$ cat src/rtl/msdap_pkg.sv
// Shared types and constants for the calculation-engine channel scheduler.
package msdap_pkg;

    localparam int RESULT_W     = 40;
    localparam int COEFF_BANK_W = 9;
    localparam int RJ_BANK_W    = 4;

    localparam logic CH_LEFT  = 1'b0;
    localparam logic CH_RIGHT = 1'b1;

    typedef enum logic [2:0] {
        ST_IDLE,
        ST_HOLD,
        ST_RUN,
        ST_CAPT,
        ST_PUB
    } sched_state_e;

endpackage

$ cat src/rtl/sched_watchdog.sv
// Loadable down-counter; o_expired is high while the count sits at zero.
module sched_watchdog #(
    parameter int CNT_W = 12
) (
    input  logic             i_clk,
    input  logic             i_rst_n,
    input  logic             i_load,
    input  logic [CNT_W-1:0] i_load_val,
    output logic             o_expired
);

    logic [CNT_W-1:0] r_cnt;

    always_ff @(posedge i_clk or negedge i_rst_n) begin
        if (!i_rst_n) begin
            r_cnt <= '0;
        end else if (i_load) begin
            r_cnt <= i_load_val;
        end else if (r_cnt != '0) begin
            r_cnt <= r_cnt - 1'b1;
        end
    end

    assign o_expired = (r_cnt == '0);

endmodule

$ cat src/rtl/calc_channel_scheduler.sv
// Time-shares one calculation engine between left and right channels and publishes the
// stereo result pair.
//
// state | meaning
// IDLE  | engine held in reset, waiting for a sample
// HOLD  | engine held in reset for RST_HOLD cycles before a channel run
// RUN   | engine released, waiting for done or timeout
// CAPT  | one cycle with engine back in reset; switch to right or go publish
// PUB   | one cycle publishing the pair; chain straight into a pending sample
module calc_channel_scheduler
    import msdap_pkg::*;
#(
    parameter int RESULT_W = msdap_pkg::RESULT_W,
    parameter int IDX_W    = 8,
    parameter int RST_HOLD = 2,
    parameter int TIMEOUT  = 4096
) (
    input  logic                sClk,
    input  logic                reset_n,
    input  logic                sampleValid,
    input  logic [IDX_W-1:0]    dataIndex,
    input  logic                calcDone,
    input  logic [RESULT_W-1:0] calcResult,
    input  logic [9:0]          engCoeffIndex,
    input  logic [4:0]          engRjIndex,
    output logic                calcReset_n,
    output logic [IDX_W-1:0]    dataIndexOut,
    output logic                activeCh,
    output logic [9:0]          coeffAddr,
    output logic [4:0]          rjAddr,
    output logic [RESULT_W-1:0] outL,
    output logic [RESULT_W-1:0] outR,
    output logic                outValid,
    output logic                busy,
    output logic                overrun,
    output logic                timeoutErr
);

    localparam int CNT_MAX = (TIMEOUT > RST_HOLD) ? TIMEOUT : RST_HOLD;
    localparam int CNT_W   = $clog2(CNT_MAX);
    localparam logic [CNT_W-1:0] HOLD_LOAD = CNT_W'(RST_HOLD - 1);
    localparam logic [CNT_W-1:0] TO_LOAD   = CNT_W'(TIMEOUT - 1);

    sched_state_e        r_state;
    logic                r_calc_reset_n;
    logic [IDX_W-1:0]    r_data_idx;
    logic                r_active_ch;
    logic [RESULT_W-1:0] r_out_l;
    logic [RESULT_W-1:0] r_out_r;
    logic                r_out_valid;
    logic                r_busy;
    logic                r_overrun;
    logic                r_timeout_err;
    logic                r_pending;
    logic [IDX_W-1:0]    r_pend_idx;
    logic [RESULT_W-1:0] r_stage_l;
    logic [RESULT_W-1:0] r_stage_r;

    logic                w_launch;
    logic [IDX_W-1:0]    w_next_idx;
    logic                w_wd_load;
    logic [CNT_W-1:0]    w_wd_val;
    logic                w_wd_expired;
    logic                w_unused_bits;

    // A strobe arriving in the launch cycle is newer than any stored pending index.
    assign w_launch   = sampleValid || r_pending;
    assign w_next_idx = sampleValid ? dataIndex : r_pend_idx;

    always_comb begin
        w_wd_load = 1'b0;
        w_wd_val  = HOLD_LOAD;
        case (r_state)
            ST_IDLE, ST_PUB: w_wd_load = w_launch;
            ST_CAPT:         w_wd_load = (r_active_ch == CH_LEFT);
            ST_HOLD: begin
                w_wd_load = w_wd_expired;
                w_wd_val  = TO_LOAD;
            end
            default: ;
        endcase
    end

    sched_watchdog #(.CNT_W(CNT_W)) u_watchdog (
        .i_clk      (sClk),
        .i_rst_n    (reset_n),
        .i_load     (w_wd_load),
        .i_load_val (w_wd_val),
        .o_expired  (w_wd_expired)
    );

    always_ff @(posedge sClk or negedge reset_n) begin
        if (!reset_n) begin
            r_state        <= ST_IDLE;
            r_calc_reset_n <= 1'b0;
            r_data_idx     <= '0;
            r_active_ch    <= CH_LEFT;
            r_out_l        <= '0;
            r_out_r        <= '0;
            r_out_valid    <= 1'b0;
            r_busy         <= 1'b0;
            r_overrun      <= 1'b0;
            r_timeout_err  <= 1'b0;
            r_pending      <= 1'b0;
            r_pend_idx     <= '0;
            r_stage_l      <= '0;
            r_stage_r      <= '0;
        end else begin
            r_out_valid <= 1'b0;

            if (sampleValid && (r_state != ST_IDLE)) begin
                r_pending  <= 1'b1;
                r_pend_idx <= dataIndex;
                if (r_pending) begin
                    r_overrun <= 1'b1;
                end
            end

            case (r_state)
                ST_IDLE: begin
                    if (w_launch) begin
                        r_data_idx  <= w_next_idx;
                        r_active_ch <= CH_LEFT;
                        r_pending   <= 1'b0;
                        r_busy      <= 1'b1;
                        r_state     <= ST_HOLD;
                    end
                end
                ST_HOLD: begin
                    if (w_wd_expired) begin
                        r_calc_reset_n <= 1'b1;
                        r_state        <= ST_RUN;
                    end
                end
                ST_RUN: begin
                    // Latch at the done edge: the engine is back in reset during CAPT.
                    if (calcDone || w_wd_expired) begin
                        if (r_active_ch == CH_LEFT) begin
                            r_stage_l <= calcDone ? calcResult : '0;
                        end else begin
                            r_stage_r <= calcDone ? calcResult : '0;
                        end
                        if (!calcDone) begin
                            r_timeout_err <= 1'b1;
                        end
                        r_calc_reset_n <= 1'b0;
                        r_state        <= ST_CAPT;
                    end
                end
                ST_CAPT: begin
                    if (r_active_ch == CH_LEFT) begin
                        r_active_ch <= CH_RIGHT;
                        r_state     <= ST_HOLD;
                    end else begin
                        r_state <= ST_PUB;
                    end
                end
                ST_PUB: begin
                    r_out_l     <= r_stage_l;
                    r_out_r     <= r_stage_r;
                    r_out_valid <= 1'b1;
                    if (w_launch) begin
                        r_data_idx  <= w_next_idx;
                        r_active_ch <= CH_LEFT;
                        r_pending   <= 1'b0;
                        r_state     <= ST_HOLD;
                    end else begin
                        r_busy  <= 1'b0;
                        r_state <= ST_IDLE;
                    end
                end
                default: r_state <= ST_IDLE;
            endcase
        end
    end

    // The engine's upper index bits wrap within a bank and are deliberately dropped.
    assign w_unused_bits = engCoeffIndex[9] ^ engRjIndex[4];
    assign coeffAddr     = {r_active_ch, engCoeffIndex[COEFF_BANK_W-1:0]};
    assign rjAddr        = {r_active_ch, engRjIndex[RJ_BANK_W-1:0]};

    assign calcReset_n  = r_calc_reset_n;
    assign dataIndexOut = r_data_idx;
    assign activeCh     = r_active_ch;
    assign outL         = r_out_l;
    assign outR         = r_out_r;
    assign outValid     = r_out_valid;
    assign busy         = r_busy;
    assign overrun      = r_overrun;
    assign timeoutErr   = r_timeout_err;

endmodule

$ cat config.mk
export PLATFORM = sky130hd
export DESIGN_NAME = calc_channel_scheduler
export DESIGN_NICKNAME = d
export VERILOG_FILES = /design/src/rtl/msdap_pkg.sv /design/src/rtl/sched_watchdog.sv /design/src/rtl/calc_channel_scheduler.sv
export SDC_FILE = /design/constraint.sdc
export NUM_CORES = 1
export LEC_CHECK = 0
export CORE_MARGIN = 2
export CORE_UTILIZATION = 35
export CTS_BUF_LIST = sky130_fd_sc_hd__clkbuf_16
export DETAILED_ROUTE_END_ITERATION = 8
export GPL_ROUTABILITY_DRIVEN = 0
export GPL_TIMING_DRIVEN = 0
export PLACE_DENSITY_LB_ADDON = 0.05
export SETUP_SLACK_MARGIN = 0.1
export SYNTH_ARGS = -nofsm -noshare
export SYNTH_HDL_FRONTEND = slang
export SYNTH_SLANG_ARGS = --single-unit
$ cat constraint.sdc
create_clock -name sClk -period 2.9 [get_ports sClk]
set_clock_uncertainty 0.2 [all_clocks]
set_input_delay 0.58 -clock sClk [delete_from_list [all_inputs] [get_ports sClk]]
set_output_delay 0.58 -clock sClk [all_outputs]
set_load 0.05 [all_outputs]
**Word-level counts from Yosys, hierarchy flattened**

Cells that the tools add are included.

- Logic and storage cells: 72
- Input bits: 67
- Bits in registers: 198
- Output and inout port bits: 109

- Bitwise gates (word level): 2
- Reductions and logical operators: 21
- $add $sub $neg: 1
- Eq/ne operators: 9
- Multiplexer cells: 24

Operator list:

| operator | count |
|---|---|
| $mux 40 | 1 |
| $mux 12 | 3 |
| $reduce_and 3->1 | 6 |
| $pmux 3 s5 | 1 |
| $logic_not 12->1 | 1 |
| $mux 3 | 4 |
| $reduce_bool 12->1 | 1 |
| $sub 12x1->12 const B | 1 |
| $mux 1 | 10 |
| $mux 8 | 1 |
| $ne 2x2->1 const B | 4 |
| $reduce_bool 2->1 | 4 |
| $eq 3x2->1 const B | 2 |
| $pmux 1 s2 | 3 |
| $reduce_and 2->1 | 3 |
| $eq 3x1->1 const B | 1 |
| $eq 3x3->1 const B | 1 |
| $logic_not 3->1 | 1 |
| $pmux 1 s3 | 1 |
| $reduce_bool 3->1 | 1 |
| $logic_or 1x1->1 | 2 |
| $ne 2x1->1 const B | 1 |
| $not 1->1 | 2 |
| $reduce_or 2->1 | 1 |
| $logic_and 1x1->1 | 1 |

**Longest topological paths before layout**

Gate-level depths: netlist of run 1.

- Depth in word-level cells: 5
- Mapped depth: 8
- Mapped depth without buffers: 6

**Modules after synthesis**

A second synthesis of run 1 with hierarchy kept.

- Cells, all modules: 564
- Area total of the unflattened synthesis: 8195.4 µm²

By module, submodules not included:

| module | times used | cells an instance | area an instance (µm²) | seq. area each (µm²) |
|---|---|---|---|---|
| calc_channel_scheduler | 1 | 492 | 7464.7 | 4654.5 |
| sched_watchdog | 1 | 72 | 730.7 | 300.3 |

**Worst setup path after synthesis of run 1**

No wires, ideal clock.

- Path kind: input-to-reg
- Start point: input port sampleValid
- End point: register r_active_ch, in the netlist activeCh
- Data arrival time: 1921 ps
- Required time: 2559 ps
- Buffers on the path: 2
- Path slack: 638 ps
- Cell stages on the path: 5
- Cell sequence: buf_2 > nor2_1 > nor3_1 > clkbuf_1 > o22ai_1

- Cells in the longest elaborated chain, start to end: 3

Ends and longest elaborated chain:

| element | RTL line | RTL |
|---|---|---|
| from (decl) | calc_channel_scheduler.sv:20 | `input logic sampleValid,` |
| $logic_or 1x1->1 | calc_channel_scheduler.sv:67 | `assign w_launch = sampleValid \|\| r_pending;` |
| $ne 2x1->1 (no source line) | n/a |  |
| $reduce_and 2->1 (no source line) | n/a |  |
| to (signal assigned) | calc_channel_scheduler.sv:97 | `r_active_ch <= CH_LEFT;` |
| to (signal assigned) | calc_channel_scheduler.sv:123 | `r_active_ch <= CH_LEFT;` |
| to (signal assigned) | calc_channel_scheduler.sv:152 | `r_active_ch <= CH_RIGHT;` |
| to (decl) | calc_channel_scheduler.sv:47 | `logic r_active_ch;` |

No other way between the ends.
A chain may end at the register's enable or synchronous reset.

**Final worst setup path of run 1**

- Start point: register r_active_ch, in the netlist activeCh
- End point: output port rjAddr[4]

RTL lines:

| element | RTL line | RTL |
|---|---|---|
| to (decl) | calc_channel_scheduler.sv:30 | `output logic [4:0] rjAddr,` |

No word-level cell between the ends.

==> flow_summary.toml, run 1 <==
[status]
status = "finished, final reports clean"

[min_path]
hp-class = "input pin to asynchronous set/reset pin"

[placement]
post-place-ws_ns = -0.168
dp_hpwl_um = 12200
place_area_um2 = 9560
port_buffers = 159

[floorplan]
dieHeight_um = 151
dieArea_um2 = 22900
num_rows = 53
io_pins = 176
core_um2 = 21200
die_x_um = 151
initial_core_util_pct = 35.9

[setup_path]
cp.required_ns = 2.12
start_kind = "flip-flop"
crit_arrival_ns = 1.83
worst-setup-path-type = "flip-flop to primary output"
end_kind = "primary output"
worstPathMaxFanout = 7

[route]
antenna_left = 0
drt-total-wl_um = 18000
drc = 0
num_vias = 4882
first_pass_iters = 4
drtIter0Drc = 180
viasPerCell = 4.91
wl_per_cell_um = 18.1

[cts]
cts_buffers = 17
cts_sinks = 198
clk_pin_slew_worst_paths_ns = 0.07
worstSkewPairLatency_ns = 0.42
postCtsHoldBufs = 0
cts_resized = 0
cts_buffer_depth = 2
post_cts_buffers = 0
cts.htree.levels = 4
ctsRootBufferMaster = "clkbuf_16"
tritoncts = "yes"

[sta]
finalMaxSlewViolations = 0
rsz0062_at_grt = "yes"
timing.slew.headroom_pct = 40.4
fin_hold_ws_ns = 0.0220
max_freq_ghz = 0.383
tightestPinTransition_ns = 0.889
fin_crit_ns = 2.61
setup_violations = 0
final.setup.worst_slack_ns = 0.287
fin_crit_sh_pct = 90.1
hold_violations = 0

[power_and_ir_drop]
cellPowerDensity_nw_per_um2 = 705
power_mw = 7.16
ir_drop_mv = 0.384
p_leak_nw = 4.69

[synth]
yosysSeqAreaShare_pct = 65.3
synth_edf_count = 0
synth-main-ff-cell = "dfrtp_1"
synth_cell_types = 36
async_reset_ff_share_pct = 100
synthCells = 528
syn_area_per_cell_um2 = 14.4
yosys_warnings = 0
syn_area_um2 = 7590
synth-seq-cells = 198
synth_nets = 597

[layout]
final_util_pct = 48.0
design_area_um2 = 10100
area_growth_pct = 33.7
final_nets = 776
drive_above_1_share_pct = 20.9

[global_route]
grt_max_degree = 109
first_global_vias = 5225
antenna_found_initial = 1
grt_pass1_wl_um = 28300
grt_use_total_pct = 16.2
gr-total-overflow = 0

[flow_run]
cap_violations = 0
-- logic make-up after synthesis --
logic type / count (synthesis) / synth area share (%)
xor+xnor: 10 / 1.15
mux: 96 / 14.1
flops: 198 / 65.3
buf+inv: 55 / 3.60
fa+ha+maj: 2 / 0.330
compound gates: 114 / 11.8
simple gates: 53 / 3.73
-- per-stage QoR --
| stage | std cells | setup TNS (ns) |
|---|---|---|
| 2_1_floorplan | 528 | 0 |
| 3_3_place_gp | 962 | -1406.63 |
| 3_5_place_dp | 963 | -1.24 |
| 4_1_cts | 994 | 0 |
| 5_1_grt | 994 | 0 |
| 6_report | 995 | 0 |
-- final timing paths --
kind / start / endpoint / slack [ns] / depth (start not counted)
worst max-delay path: activeCh / rjAddr[4] / 0.29 / 2
worst min-delay path: reset_n / r_pend_idx[3] / 0.02 / 1
worst max register to register: r_state[1] / outL[5] / 0.31 / 6
worst min register to register: timeoutErr / timeoutErr / 0.28 / 1
max in group asynchronous: reset_n / r_stage_l[13] / 1.55 / 2
min in group sClk: timeoutErr / timeoutErr / 0.28 / 1
-- cell usage after synthesis, types with 2 or more instances --
library cell / instances / share of area [%]
or4_4: 2 / 0.30
or3_1: 3 / 0.25
nand2_1: 7 / 0.35
xor2_1: 4 / 0.46
xnor2_1: 6 / 0.69
o21ai_1: 2 / 0.13
buf_1: 3 / 0.15
nand3_1: 2 / 0.13
a22o_1: 80 / 9.2
dfrtp_1: 198 / 65
nor2_1: 17 / 0.84
nor4_1: 2 / 0.16
buf_2: 8 / 0.53
ha_1: 2 / 0.33
o22ai_1: 2 / 0.16
a21oi_1: 13 / 0.86
buf_4: 15 / 1.5
nor3_1: 10 / 0.66
inv_1: 5 / 0.25
and2_1: 3 / 0.25
mux2i_1: 8 / 1.1
mux2_2: 88 / 13
clkbuf_1: 24 / 1.2
o21ai_0: 12 / 0.79
-- cell usage in the layout (no fill, tap or decap), drive strengths merged, types with 2 or more instances in the layout --
| cell type | netlist | final |
|---|---|---|
| dfrtp | 198 | 198 |
| clkdlybuf4s50 | 0 | 158 |
| mux2 | 88 | 88 |
| a22o | 80 | 80 |
| clkbuf | 24 | 41 |
| buf | 26 | 28 |
| nor2 | 17 | 17 |
| o21ai | 14 | 14 |
| a21oi | 13 | 13 |
| nor3 | 11 | 11 |
| inv | 5 | 10 |
| mux2i | 8 | 8 |
| nand2 | 7 | 7 |
| xnor2 | 6 | 6 |
| xor2 | 4 | 4 |
| clkinvlp | 0 | 4 |
| and2 | 3 | 3 |
| or3 | 3 | 3 |
| clkinv | 0 | 3 |
| or4 | 2 | 2 |
| nor4 | 2 | 2 |
| nand3 | 2 | 2 |
| o22ai | 2 | 2 |
| ha | 2 | 2 |
| bufinv | 0 | 2 |
-- where the power goes --
part	total (mW)	switching, mW	internal (mW)
logic	1.49	0.844	0.642
clock network	2.33	1.05	1.28
registers	3.34	0.231	3.11
total	7.16	2.13	5.03
-- layer usage --
metal,wire (µm),track usage [%],up-vias
li1,-,-,2251
met1,8190,22.1,2492
met4,153,4.63,0
met2,8410,25.5,131
met3,1250,4.61,8
met5,0,0,-
-- sequential cells by signal, summed over array words and instances (netlist names), 3 cells and up --
name,cells
outL,40
outR,40
r_stage_l,40
r_stage_r,40
u_watchdog.r_cnt,12
dataIndexOut,8
r_pend_idx,8
r_state,3
-- final cells by class --
class	instances	area [µm²]
sequential	198	4950
buffer	50	258
fill	1929	11000
clock inverter	14	153
inverter	5	18.8
clock buffer	17	425
tap	275	344
timing repair buffer	160	1620
antenna	1	2.50
multi-input combinational	275	2360
-- critical path, stage by stage, from the launching register on --
cell	delay, ns
dfrtp_1	0.48
buf_4	0.15
clkdlybuf4s50_1	0.79
Note: power is estimated with default switching activity, not from simulation.
==> inputs of run 2 (changes only) <==
Settings changed: DONT_BUFFER_PORTS set to 1, HOLD_SLACK_MARGIN set to 0.06.
==> run 2 against run 1 <==
The run now ends with hold timing left. Cell area shrank 16%. Register-to-register slack gained 0.06 ns. Routed wire length shrank 2.8%. Non-clock buffer count shrank 160. Global-route usage shrank 0.59 points. First-iteration DRC count grew 33%. Fmax grew 3.1%. Clock power grew 8%.
==> flow_summary.toml, run 2 (same netlist as run 1, synthesis figures left out) <==
[setup_path]
cp.required_ns = 3.01
start_kind = "flip-flop"
worstPathMaxFanout = 10
worst-setup-path-type = "flip-flop to flip-flop"
cp_slowest_cell = "dfrtp_1"
crit_buf_inv = 2
crit_family = "simple AND/OR/NAND/NOR gates"
path_cells = "inv_1 > ha_1 > or3b_1 > nor3_2 > o21ai_1 > clkbuf_1 > a22o_1"
end_kind = "flip-flop"
slowest_delay_ns = 0.43
crit_arrival_ns = 2.64

[cts]
post_cts_buffers = 0
ctsRootBufferMaster = "clkbuf_16"
cts_buffer_depth = 2
cts_buffers = 17
cts_sinks = 198
clk_pin_slew_worst_paths_ns = 0.07
tritoncts = "yes"
worstSkewPairLatency_ns = 0.42
cts.htree.levels = 4

[layout]
final_nets = 616
num-fill-cells = 1970
final_util_pct = 40.5
n_antenna_cell = 0
area_growth_pct = 13.0
drive_above_1_share_pct = 27.9
design_area_um2 = 8570
layout.cells.most_common = "dfrtp_1"
layout_common_cells = "dfrtp_1 (197), mux2_2 (88), a22o_1 (80)"

[placement]
place_area_um2 = 7930
dp_hpwl_um = 11400
port_buffers = 0

[floorplan]
die_x_um = 151
dieHeight_um = 151
core_um2 = 21200
io_pins = 176
num_rows = 53
initial_core_util_pct = 35.9
dieArea_um2 = 22900

[route]
num_vias = 4347
drt-total-wl_um = 17500
viasPerCell = 5.21
drtIter0Drc = 239
wl_per_cell_um = 21.0
drc = 0
first_pass_iters = 4
antenna_left = 0

[sta]
timing.slew.headroom_pct = 43.7
tightestPinTransition_ns = 0.840
rsz0062_at_grt = "no"
fin_crit_ns = 2.53
setup_tns_ns = 0
fin_crit_sh_pct = 87.4
max_freq_ghz = 0.395
fin_hold_ws_ns = -0.359
finalMaxSlewViolations = 0
setup_violations = 0
hold_violations = 198

[global_route]
gr-total-overflow = 0
first_global_vias = 4574
antenna_found_initial = 0
grt_pass1_wl_um = 26800
grt_use_total_pct = 15.7
grt_max_degree = 199

[power_and_ir_drop]
p_leak_nw = 4.14
ir_drop_mv = 0.354
cellPowerDensity_nw_per_um2 = 821

[flow_run]
cap_violations = 0

[status]
violations = "hold timing"
status = "complete, but fails checks"

[min_path]
hp-class = "input pin to asynchronous set/reset pin"
[run 2: changes by cell type in the layout (fill, tap and decap cells not counted), moves of 2 or more]
cell	previous run	this run
clkbuf_1	21	15
bufinv_16	2	4
clkdlybuf4s50_1	158	0
clkinv_4	2	0
clkbuf_2	3	10
[run 2: power breakdown]
group	switching (mW)	internal [mW]
Clock	1.06	1.45
Combinational	0.512	0.444
Sequential	0.465	3.11
[run 2: per-stage QoR]
step,hold WS (ns),cells,power (mW),worst slack [ns]
finish,-0.359,834,7.04,0.365
global route,-0.384,834,7.41,0.158
CTS,-0.375,834,7.12,0.213
detailed placement,0.0904,803,4.57,-0.218
global placement,0.0901,803,4.55,-0.197
floorplan,0.0844,528,4.36,0.638
[run 2: path summary, 6_finish.rpt]
| kind | from | endpoint | slack [ns] | cells past startpoint |
|---|---|---|---|---|
| max in group asynchronous | reset_n | outL[23] | 2.47 | 0 |
| hold reg to reg | r_stage_r[19] | r_stage_r[19] | 0.29 | 1 |
| hold / removal | reset_n | dataIndexOut[7] | -0.36 | 0 |
| min in group sClk | calcResult[17] | r_stage_l[17] | 0.09 | 1 |
| setup / recovery | u_watchdog.r_cnt[0] | r_stage_r[28] | 0.37 | 7 |
| setup reg to reg | u_watchdog.r_cnt[0] | r_stage_r[28] | 0.37 | 7 |
[run 2: worst register-to-register path: cells and delay by family, from the launching register on]
family,cells,cell delay [ns]
AOI/OAI and AO/OA,2,0.50
adders and majority gates,1,0.16
buffers and inverters,2,0.48
DFF,1,0.43
and+or+nand+nor,2,0.67
[run 2: per-layer routing]
metal	global-route usage, %	wire [µm]	up-vias
met5	0	0	-
met4	4.91	226	0
met3	6.27	1770	16
met2	23.1	7830	154
met1	21.2	7680	2237
li1	-	-	1940
[run 2: cell type report]
| type | instances | area, µm² | share of cell area, % |
|---|---|---|---|
| Inverter | 5 | 18.8 | 0.219 |
| Sequential cell | 198 | 4960 | 57.8 |
| Multi-Input combinational cell | 275 | 2360 | 27.6 |
| Clock buffer | 17 | 425 | 4.96 |
| Tap cell | 275 | 344 | 4.01 |
| Buffer | 50 | 267 | 3.11 |
| Clock inverter | 14 | 196 | 2.29 |
[run 2: what timing repair did]
action                     4_1_cts  5_1_grt
pin swaps                        0        0
hold endpoints to repair       198      198
setup endpoints to repair        2       69
gates resized for setup          2       18
